### src/rtl/seq_detection_prog.sv
// seq_detection_prog
// Programmable sequence detector. Each enabled clock accepts one SYM_W-bit
// symbol into a history shift register. The detector flags when the most
// recent cfg_len symbols match a stored pattern, where each pattern bit
// can be marked don't-care. Overlapping and non-overlapping modes are both
// supported, and a saturating match counter is kept.
//
// Ports
//   clk       : clock, all state changes on the rising edge
//   clr       : synchronous active-high reset
//   en        : symbol valid, sym is accepted when en=1
//   sym       : input symbol
//   cfg_we    : pattern write strobe; flushes history fill and drops en
//   cfg_addr  : pattern position to write (0 = first symbol of sequence)
//   cfg_sym   : expected symbol for that position
//   cfg_care  : per-bit compare enable (1 = compare, 0 = don't care)
//   cfg_len   : active pattern length, 1..MAX_LEN (other values never match)
//   overlap   : 1 = overlapping matches, 0 = history restarts after a match
//   Z         : registered one-cycle match pulse
//   match_cnt : saturating match count
//   fill      : number of valid symbols currently in the history
module seq_detection_prog #(
    parameter int SYM_W   = 2,
    parameter int MAX_LEN = 8,
    parameter int CNT_W   = 8,
    parameter int AW      = $clog2(MAX_LEN),
    parameter int LW      = $clog2(MAX_LEN + 1)
) (
    input  logic             clk,
    input  logic             clr,
    input  logic             en,
    input  logic [SYM_W-1:0] sym,
    input  logic             cfg_we,
    input  logic [AW-1:0]    cfg_addr,
    input  logic [SYM_W-1:0] cfg_sym,
    input  logic [SYM_W-1:0] cfg_care,
    input  logic [LW-1:0]    cfg_len,
    input  logic             overlap,
    output logic             Z,
    output logic [CNT_W-1:0] match_cnt,
    output logic [LW-1:0]    fill
);

    localparam logic [CNT_W-1:0] CNT_MAX  = {CNT_W{1'b1}};
    localparam logic [LW-1:0]    LEN_MAX  = LW'(MAX_LEN);
    // One extra bit so the bound check stays meaningful when MAX_LEN is a power of two.
    localparam logic [AW:0]      ADDR_LIM = (AW + 1)'(MAX_LEN);

    logic [SYM_W-1:0] pat_r  [MAX_LEN];
    logic [SYM_W-1:0] care_r [MAX_LEN];
    logic [SYM_W-1:0] hist_r [MAX_LEN];
    logic [LW-1:0]    fill_r;
    logic             z_r;
    logic [CNT_W-1:0] cnt_r;

    logic [SYM_W-1:0] hist_n_s [MAX_LEN];
    logic [LW-1:0]    fill_n_s;
    logic             addr_ok_s;
    logic             len_ok_s;
    logic             mism_s;
    logic             match_s;
    logic [AW-1:0]    pidx_s;

    // Post-shift history as it would look if the current symbol were accepted.
    always_comb begin
        hist_n_s[0] = sym;
        for (int i = 1; i < MAX_LEN; i++) begin
            hist_n_s[i] = hist_r[i-1];
        end
    end

    // Next fill count, saturating at MAX_LEN.
    always_comb begin
        if (fill_r >= LEN_MAX) begin
            fill_n_s = fill_r;
        end else begin
            fill_n_s = fill_r + LW'(1);
        end
    end

    // Write address and length qualification.
    always_comb begin
        addr_ok_s = ({1'b0, cfg_addr} < ADDR_LIM);
        len_ok_s  = (cfg_len != {LW{1'b0}}) && (cfg_len <= LEN_MAX) && (fill_n_s >= cfg_len);
    end

    // Masked compare: newest symbol hist_n[i] lines up with pattern position L-1-i.
    always_comb begin
        mism_s = 1'b0;
        pidx_s = {AW{1'b0}};
        for (int i = 0; i < MAX_LEN; i++) begin
            if (len_ok_s && (i < int'(cfg_len))) begin
                pidx_s = AW'(int'(cfg_len) - 1 - i);
                if (((hist_n_s[i] ^ pat_r[pidx_s]) & care_r[pidx_s]) != {SYM_W{1'b0}}) begin
                    mism_s = 1'b1;
                end else begin
                    mism_s = mism_s;
                end
            end else begin
                mism_s = mism_s;
            end
        end
        match_s = len_ok_s && !mism_s;
    end

    // Pattern storage, history, fill, match pulse and counter.
    always_ff @(posedge clk) begin
        if (clr) begin
            for (int i = 0; i < MAX_LEN; i++) begin
                pat_r[i]  <= {SYM_W{1'b0}};
                care_r[i] <= {SYM_W{1'b1}};
                hist_r[i] <= {SYM_W{1'b0}};
            end
            fill_r <= {LW{1'b0}};
            z_r    <= 1'b0;
            cnt_r  <= {CNT_W{1'b0}};
        end else if (cfg_we) begin
            // A pattern write flushes the history; any concurrent symbol is dropped.
            if (addr_ok_s) begin
                pat_r[cfg_addr]  <= cfg_sym;
                care_r[cfg_addr] <= cfg_care;
            end
            fill_r <= {LW{1'b0}};
            z_r    <= 1'b0;
        end else if (en) begin
            for (int i = 0; i < MAX_LEN; i++) begin
                hist_r[i] <= hist_n_s[i];
            end
            if (match_s) begin
                z_r    <= 1'b1;
                cnt_r  <= (cnt_r == CNT_MAX) ? cnt_r : cnt_r + CNT_W'(1);
                fill_r <= overlap ? fill_n_s : {LW{1'b0}};
            end else begin
                z_r    <= 1'b0;
                fill_r <= fill_n_s;
            end
        end else begin
            z_r <= 1'b0;
        end
    end

    assign Z         = z_r;
    assign match_cnt = cnt_r;
    assign fill      = fill_r;

endmodule

### config.mk
export PLATFORM = sky130hd
export DESIGN_NAME = seq_detection_prog
export DESIGN_NICKNAME = d
export VERILOG_FILES = /design/src/rtl/seq_detection_prog.sv
export SDC_FILE = /design/constraint.sdc
export NUM_CORES = 1
export LEC_CHECK = 0
export BUFFER_PORTS_ARGS = -buffer_cell sky130_fd_sc_hd__buf_2
export CAP_MARGIN = 20
export CORE_MARGIN = 2
export CORE_UTILIZATION = 51
export CTS_CLUSTER_SIZE = 14
export DETAILED_ROUTE_END_ITERATION = 8
export HOLD_SLACK_MARGIN = 0.15
export MAX_ROUTING_LAYER = met4
export PLACE_DENSITY_LB_ADDON = 0.2
export SYNTH_ARGS = -nofsm -noshare
export SYNTH_HDL_FRONTEND = slang
export SYNTH_SLANG_ARGS = --single-unit
export TNS_END_PERCENT = 50
### constraint.sdc
create_clock -name clk -period 4.4 [get_ports clk]
set_clock_uncertainty 0.1 [all_clocks]
set_input_delay 0.44 -clock clk [delete_from_list [all_inputs] [get_ports clk]]
set_output_delay 0.44 -clock clk [all_outputs]
set_load 0.005 [all_outputs]
==> impl_metrics.toml, run 1 <==
[run_status]
status = "completed"

[setup_path]
cp_num_buf_inv = 3
crit_path_start_kind = "primary input"
cp_cell_sequence = "buf_2 > inv_1 > ha_1 > buf_4 > mux2_2 > mux2i_1 > o22ai_1 > a2111oi_2 > and4b_1 > nand4_4 > or4_1 > mux2_1"
crit_path_top_delay_cell = "ha_1"
timing.rr.start = "fill[0]"
cp_top_family = "simple AND/OR/NAND/NOR gates"
arrival_ns = 3.84
cp_max_fo = 11
worstSetupPathType = "in -> reg"
critPathLaunch = "cfg_len[1]"
end_kind = "flop"
slowest_delay_ns = 0.59
required_ns = 4.53

[synth]
synth_cells = 364
async_reset_ff_share_pct = 0
synth_top_area_share_pct = 33.38
synth_area_per_cell_um2 = 11.37
synth_top_cells_by_count = "edfxtp_1 (46), xnor2_1 (32), and2_1 (30), nor2_1 (23), mux2_2 (19)"
syn_nets = 392
yosys_warnings = 0
synth_area_leaders = "edfxtp_1 (33%), mux4_2 (7.1%), xnor2_1 (6.8%)"
synth.mux.area_fraction_pct = 19.69
syn_area_mm2 = 0.004138
synth_compound_area_share_pct = 7.620
yosysTopAreaCell = "edfxtp_1"
synth_top_family_by_area = "multiplexers"
synthSimpleGateAreaFrac_pct = 18.78
yosysSeqAreaShare_pct = 39.67
ys_ff_latch = 59
synthAdderAreaFrac_pct = 3.024
synth_xor_area_share_pct = 8.406
synth_edf_count = 46
synth.most_common_cell = "edfxtp_1"
netlist-cell-type-count = 61
synthFlopType = "edfxtp_1"

[hold_path]
holdCritStartpoint = "en"
worstHoldPathType = "in -> reg"

[global_routing]
track_usage_pct = 23.96
overflow = 0
antenna_found_initial = 0
grt_pass1_wl_mm = 15.19
grt_max_degree = 32
grt_pass1_vias = 2940

[pwr]
combPwrFrac_pct = 21.6
p_int_mw = 1.047
p_per_area_mw_per_mm2 = 324.8
clkPwrFrac_pct = 33.7
swShare_pct = 29.48
p_total_mw = 1.484
seq_power_share_pct = 44.7
power.switching_mw = 0.4376
ir_worst_vdd_mv = 0.1916
p_leak_nw = 1.708

[timing]
max_freq_mhz = 270.1
worst_pin_slew_ns = 0.7229
post-route-period-util_pct = 84.14
slew_headroom_pct = 51.63
rsz0062_at_grt = "false"
hold_viol_final = 0
setup_viol = 0
timing.final.crit_period_ns = 3.702
maxSlewViolCount = 0
setup-tns-final_ns = 0

[route]
wl_per_cell_um = 18.93
drc = 0
drt_iter0_drc = 179
vias = 2991
ant_nets = 0
routed_wl_mm = 9.523
dr.pass1.iters = 4
vias_per_cell = 5.946

[clocking]
cts_tree = "yes"
clock_latency_ns = 0.34
clockBufferDepth = 2
path_clk_slew_ns = 0.07
h-tree-depth = 3
cts_root_buffer = "clkbuf_8"
cts_hold_buf = 0
post_cts_buffers = 0
cts_resized = 0
cts_sinks = 59
cts_buffers = 9

[floorplanning]
rows = 32
start_util_pct = 53.00
core_area_mm2 = 0.007807
die-area_mm2 = 0.008850
die_w_um = 94.08
die_y_um = 94.08
ios = 31

[cells_and_area]
area_growth_syn_to_layout_pct = 10.43
num-fill-cells = 709
multi_input_area_mm2 = 0.002380
diodes = 0
drive_above_1_share_pct = 24.94
fin_nets = 424
final_util_pct = 58.53
seq_area_mm2 = 0.001642

[placement]
dp_hpwl_mm = 7.401
routabilityCongestion = 0.9874
io_buffer_count = 30

[job]
maxCapViolations = 0
-- flip-flops by register name, indices dropped and copies added, names as in the netlist --
signal / count
care_r: 16
pat_r: 16
hist_r: 14
match_cnt: 8
fill: 4
Z: 1
-- cell usage in the layout (no fill, tap or decap), types with 9 or more instances in the layout --
master and n:
and2_1 30, buf_2 30, clkbuf_8 9, dfxtp_1 13
edfxtp_1 46, ha_1 10, mux2_2 19, mux2i_1 15
mux4_2 13, nand2_1 10, nand2b_1 11, nor2_1 23
nor2b_1 9, nor3_1 10, or3_1 14, xnor2_1 32
-- power by group through the flow --
| stage | registers, mW | clock network (mW) | logic [mW] |
|---|---|---|---|
| after floorplan | 0.659 | 0 | 0.252 |
| after global placement | 0.673 | 0 | 0.313 |
| after detailed placement | 0.674 | 0 | 0.317 |
| after CTS | 0.662 | 0.508 | 0.319 |
| after global routing | 0.666 | 0.528 | 0.347 |
| final | 0.663 | 0.501 | 0.320 |
-- cells by family after synthesis --
| group | count (synthesis) |
|---|---|
| and+or+nand+nor | 136 |
| DFF | 59 |
| muxes | 55 |
| AOI/OAI and AO/OA | 42 |
| xor gates and xnor gates | 38 |
| buffers and inverters | 24 |
| adders and majority gates | 10 |
-- layer usage --
metal / vias to the layer above / wire length [um] / track usage (%)
li1: 1431 / - / -
met1: 1459 / 4454 / 31.64
met2: 73 / 4447 / 36.55
met3: 28 / 321 / 3.531
met4: 0 / 299 / 11.47
met5: - / 0 / -
-- final cells by class --
type,count,share of cell area [%]
clock buffer,9,2.711
timing repair buffer,36,4.272
multi-input combinational,281,52.08
sequential,59,35.93
clock inverter,7,1.479
tap,102,2.793
inverter,9,0.7393
-- through the flow --
stage,cells,hold slack [ns],worst slack [ns],cell area (um^2)
2_1_floorplan,364,0.3993,0.5085,4138
3_3_place_gp,487,0.4145,0.4157,4378
3_5_place_dp,487,0.4185,0.3410,4378
4_1_cts,503,0.2059,0.7169,4569
5_1_grt,503,0.2237,0.4862,4569
6_report,503,0.2185,0.6977,4569
-- worst register-to-register path: cells and delay by family, from the launching register on --
| family | cells | cell delay [ns] |
|---|---|---|
| mux | 2 | 0.61 |
| fa+ha+maj | 2 | 0.58 |
| flops | 1 | 0.47 |
| simple gates | 2 | 0.65 |
| compound gates | 4 | 0.83 |
| buf+inv | 1 | 0.08 |
-- final timing paths --
kind / end / slack, ns / cells after the start
setup / recovery: match_cnt[5] / 0.70 / 12
hold / removal: fill[3] / 0.22 / 2
setup reg to reg: match_cnt[5] / 0.96 / 11
hold reg to reg: match_cnt[1] / 0.44 / 2
Power figures use the tool's default switching activity.
==> run 2, diff against run 1 <==
==> constraint.sdc (replaced) <==
create_clock -name clk -period 3.2 [get_ports clk]
set_clock_uncertainty 0.1 [all_clocks]
set_input_delay 0.32 -clock clk [delete_from_list [all_inputs] [get_ports clk]]
set_output_delay 0.32 -clock clk [all_outputs]
set_load 0.005 [all_outputs]
==> run 2 against run 1 <==
Compared with the run above:
- die area unchanged
- setup slack worse by 0.67 ns
- combinational power increased by 72%
- sequential share of layout area shrank 3.1 points
- register-to-register slack got worse by 0.89 ns
- cell count rose by 7.2%
- largest cell class unchanged
- core utilization rose by 5.7 points
- power rose by 38%
==> impl_metrics.toml, run 2 (synthesis results as in run 1) <==
[run_status]
status = "completed"

[clocking]
path_clk_slew_ns = 0.07
clock_latency_ns = 0.33
clockBufferDepth = 2
h-tree-depth = 3
cts_root_buffer = "clkbuf_8"
cts_tree = "yes"
cts_buffers = 9
cts_sinks = 59

[pwr]
ir_worst_vdd_mv = 0.3219
p_per_area_mw_per_mm2 = 409.1
p_total_mw = 2.050
p_leak_nw = 1.913

[job]
maxCapViolations = 0

[placement]
dp_hpwl_mm = 7.416
routabilityCongestion = 1.054
io_buffer_count = 30
placed_cells = 516
place_ws_ns = -0.3762
postPlaceCellArea_mm2 = 0.004641

[setup_path]
cpMostUsedCell = "buf_12"
cp_max_fo = 5
crit_path_start_kind = "primary input"
required_ns = 3.33
arrival_ns = 3.30
end_kind = "flop"
cp_top_family = "multiplexers"
worstSetupPathType = "in -> reg"
cp_cell_sequence = "buf_8 > inv_8 > ha_4 > buf_12 > buf_12 > mux4_1 > xnor2_1 > o22ai_1 > a22oi_1 > and3_4 > nand4_4 > or4_4 > mux2_4"
slowest_delay_ns = 0.65
crit_path_top_delay_cell = "mux4_1"
cp_num_buf_inv = 4

[timing]
max_freq_mhz = 315.5
setup_ws_ns = 0.03027
rsz0062_at_grt = "true"
timing.final.crit_period_ns = 3.170
worst_pin_slew_ns = 0.6470
hold_viol_final = 0
post-route-period-util_pct = 99.05
setup_viol = 0
slew_headroom_pct = 56.71
maxSlewViolCount = 0

[cells_and_area]
drive_above_1_share_pct = 36.84
largestRegisters = "care_r (16), pat_r (16), hist_r (14)"
num-fill-cells = 631
layout_common_cells = "edfxtp_1 (46), buf_4 (36), xnor2_1 (30), and2_1 (30), buf_2 (28)"
final_common_cell = "edfxtp_1"
diodes = 0
fin_nets = 460
stdcell_area_mm2 = 0.005011
fin_cells = 539
area_growth_syn_to_layout_pct = 21.11

[route]
wl_per_cell_um = 18.00
vias_per_cell = 5.742
drc = 0
dr.pass1.iters = 4
routed_wl_mm = 9.702
vias = 3095
ant_nets = 0
drt_iter0_drc = 158

[floorplanning]
die-area_mm2 = 0.008850
core_area_mm2 = 0.007807
start_util_pct = 53.00
rows = 32
die_y_um = 94.08
ios = 31
die_w_um = 94.08

[global_routing]
track_usage_pct = 23.21
grt_pass1_vias = 2972
overflow = 0
grt_max_degree = 31
antenna_found_initial = 0
grt_pass1_wl_mm = 15.13

[hold_path]
worstHoldPathType = "in -> reg"
## run 2: changes by cell type in the layout (fill, tap and decap cells not counted), sizes merged
cell         change
clkinvlp         -2
bufinv           -1
buf             +35
clkbuf           +3
dlygate4sd3      +1
## run 2: what timing repair did
| action | 4_1_cts | 5_1_grt |
|---|---|---|
| buffers inserted | 0 | 6 |
| endpoints found under the setup margin | 1 | 7 |
| cloned | 0 | 0 |
| gates resized for setup | 1 | 39 |
| hold buffers | 1 | 0 |
| pin swaps | 0 | 13 |
| hold endpoints to repair | 1 | 0 |
## run 2: cell type report
cell class	count	area, um^2	area share (%)
multi-input cells	281	2497	49.84
flip-flops and latches	59	1644	32.81
repair buffers	72	528.0	10.54
clock buffers	12	145.1	2.896
well taps	102	127.6	2.547
inverters	9	43.79	0.8739
clock inverters	4	25.02	0.4994
## run 2: worst reg2reg max path: stages (launching register included)
cell and delay [ns]:
dfxtp_2 0.34, inv_2 0.04, ha_4 0.22, mux2_4 0.29, ha_4 0.23, a21o_1 0.17, a211o_1 0.30, o2111ai_2 0.08
o41a_1 0.25, nand4_4 0.14, or4_4 0.55, mux2_4 0.30
## run 2: worst paths after layout
check | from | end | slack [ns] | cells after the start
worst min-delay path | overlap | fill[3] | 0.21 | 3
worst max-delay path | cfg_len[0] | match_cnt[5] | 0.03 | 13
worst max register to register | fill[1] | match_cnt[5] | 0.07 | 11
worst min register to register | match_cnt[1] | match_cnt[1] | 0.41 | 2
## run 2: per-layer routing
layer	up-vias	track usage [%]	wire (um)
li1	1512	-	-
met1	1474	30.31	4293
met2	90	36.19	4767
met3	19	4.414	452
met4	0	8.816	189
met5	-	-	0
## run 2: where the power goes
| group | switching, mW | leakage, nW | internal [mW] |
|---|---|---|---|
| Sequential | 0.0416 | 0.568 | 0.867 |
| Combinational | 0.256 | 1.25 | 0.296 |
| Clock | 0.288 | 0.0907 | 0.302 |
## run 2: metrics by stage
step | hold slack, ns | util [%] | setup TNS (ns)
after global placement | 0.4057 | 59.44 | -1.302
after floorplan | 0.3247 | - | -0.6313
after CTS | 0.1894 | 61.70 | 0
after global routing | 0.2358 | 64.18 | -0.02153
final | 0.2139 | 64.18 | 0
after detailed placement | 0.4084 | 59.44 | -2.119
==> run 3, diff against run 2 <==
==> constraint.sdc (replaced) <==
create_clock -name clk -period 3.21 [get_ports clk]
set_clock_uncertainty 0.1 [all_clocks]
set_input_delay 0.321 -clock clk [delete_from_list [all_inputs] [get_ports clk]]
set_output_delay 0.321 -clock clk [all_outputs]
set_load 0.005 [all_outputs]
==> run 3 against run 2 <==
Compared with the run above:
- the flow now finishes with violations (setup timing)
- global-route usage increased by 1.7 points
- combinational power decreased by 3%
- register-to-register slack got worse by 0.02 ns
- final area decreased by 0.95%
- core utilization decreased by 0.61 points
- via count increased by 2.8%
- routed wire length increased by 4.2%
- sequential cell count unchanged
- hold slack got worse by 0.0098 ns
- sequential share of layout area increased by 0.31 points
- sequential power about the same
- critical endpoint unchanged
- largest cell class unchanged
==> impl_metrics.toml, run 3 (synthesis results as in run 1) <==
[run_status]
status = "finished, violations left"
failed_checks = "setup timing"

[clocking]
cts_sinks = 59
cts_root_buffer = "clkbuf_8"
h-tree-depth = 3
clock_latency_ns = 0.34
clockBufferDepth = 2
path_clk_slew_ns = 0.07
cts_buffers = 9
cts_tree = "yes"

[placement]
place_ws_ns = -0.3894
routabilityCongestion = 1.024
io_buffer_count = 30
dp_hpwl_mm = 7.725

[cells_and_area]
fin_nets = 459
largestRegisters = "care_r (16), pat_r (16), hist_r (14)"
layout_common_cells = "edfxtp_1 (46), buf_4 (37), xnor2_1 (32), and2_1 (30), buf_2 (28)"
area_growth_syn_to_layout_pct = 19.96
diodes = 0
num-fill-cells = 635
drive_above_1_share_pct = 34.40
final_common_cell = "edfxtp_1"

[floorplanning]
die_y_um = 94.08
ios = 31
rows = 32
start_util_pct = 53.00
die-area_mm2 = 0.008850
die_w_um = 94.08
core_area_mm2 = 0.007807

[timing]
worst_pin_slew_ns = 0.6508
post-route-period-util_pct = 100.1
setup_viol = 1
timing.final.crit_period_ns = 3.212
maxSlewViolCount = 0
max_freq_mhz = 311.3
setup_ws_ns = -0.001891
hold_viol_final = 0
setup-tns-final_ns = -0.001891
slew_headroom_pct = 56.46
rsz0062_at_grt = "true"

[pwr]
seq_power_share_pct = 43.0
clkPwrFrac_pct = 31.7
ir_worst_vdd_mv = 0.3390
p_per_area_mw_per_mm2 = 424.8
p_total_mw = 2.108
combPwrFrac_pct = 25.3
power.switching_mw = 0.5960
p_int_mw = 1.512
swShare_pct = 28.27
p_leak_nw = 1.916

[global_routing]
track_usage_pct = 24.87
grt_pass1_vias = 3186
overflow = 0
antenna_found_initial = 0
grt_max_degree = 31
grt_pass1_wl_mm = 16.19

[route]
drt_iter0_drc = 245
vias_per_cell = 5.916
drc = 0
routed_wl_mm = 10.11
dr.pass1.iters = 4
ant_nets = 0
wl_per_cell_um = 18.79
vias = 3183

[hold_path]
worstHoldPathType = "in -> reg"

[setup_path]
worstSetupPathType = "in -> reg"
crit_path_start_kind = "primary input"
end_kind = "flop"
arrival_ns = 3.34
cp_max_fo = 6
required_ns = 3.34

[job]
maxCapViolations = 0
==> run 3: cell types whose count changed in the layout (fill, tap and decap cells not counted), moves of 2 or more <==
| cell | before | now |
|---|---|---|
| mux2i_1 | 10 | 13 |
| mux2_2 | 17 | 15 |
| mux2i_2 | 4 | 2 |
| xnor2_1 | 30 | 32 |
| xnor2_2 | 3 | 1 |
==> run 3: final timing paths <==
check	slack (ns)	start	endpoint	cells past startpoint
setup / recovery	-0.002	cfg_len[0]	match_cnt[5]	12
hold / removal	0.20	overlap	fill[3]	3
setup reg to reg	0.05	fill[1]	match_cnt[5]	12
hold reg to reg	0.42	match_cnt[1]	match_cnt[1]	2
==> run 3: metal layers <==
metal  wire length (um)  share of wire, %  vias to the layer above  track usage (%)
li1                   -                 -                     1500                -
met1               4379                43                     1559            32.63
met2               4949                49                      102            39.11
met3                486               4.8                       22            4.013
met4                293               2.9                        0            9.541
met5                  0                 0                        -                -
==> run 3: cell type report <==
cell class / instances / area [um^2] / area share, %
Timing Repair Buffer: 71 / 500.5 / 10.08
Clock buffer: 13 / 180.2 / 3.630
Clock inverter: 3 / 17.52 / 0.3529
Sequential cell: 59 / 1644 / 33.12
Multi-Input combinational cell: 281 / 2450 / 49.36
Tap cell: 102 / 127.6 / 2.571
Inverter: 9 / 43.79 / 0.8823
==> run 3: power by group through the flow <==
stage	sequential, mW	clock, mW	combinational, mW
6_report	0.906	0.668	0.534
5_1_grt	0.910	0.712	0.573
4_1_cts	0.903	0.680	0.506
3_5_place_dp	0.920	0	0.496
3_3_place_gp	0.917	0	0.484
2_1_floorplan	0.903	0	0.355
==> run 3: through the flow <==
| step | cells | utilization [%] | hold slack, ns | area [um^2] |
|---|---|---|---|---|
| CTS | 534 | 62.24 | 0.1941 | 4860 |
| finish | 538 | 63.57 | 0.2041 | 4964 |
| global route | 538 | 63.57 | 0.2395 | 4964 |
| global placement | 515 | 59.34 | 0.4048 | 4633 |
| floorplan | 364 | - | 0.3257 | 4204 |
| detailed placement | 515 | 59.34 | 0.4176 | 4633 |
==> run 3: critical path, stage by stage <==
cell	delay [ns]
buf_8	0.09
inv_8	0.03
ha_4	0.32
buf_6	0.15
mux4_2	0.56
xnor2_2	0.19
o22ai_2	0.09
a2111oi_2	0.31
and4b_2	0.31
nand4_4	0.10
or4_4	0.56
mux2_4	0.31
==> run 3: timing repair <==
| action | CTS | global route |
|---|---|---|
| hold buffers | 1 | 0 |
| endpoints found under the hold margin | 1 | 0 |
| endpoints found under the setup margin | 1 | 7 |
| gates resized for setup | 4 | 21 |
| pin swaps | 2 | 10 |
| buffers inserted | 2 | 4 |
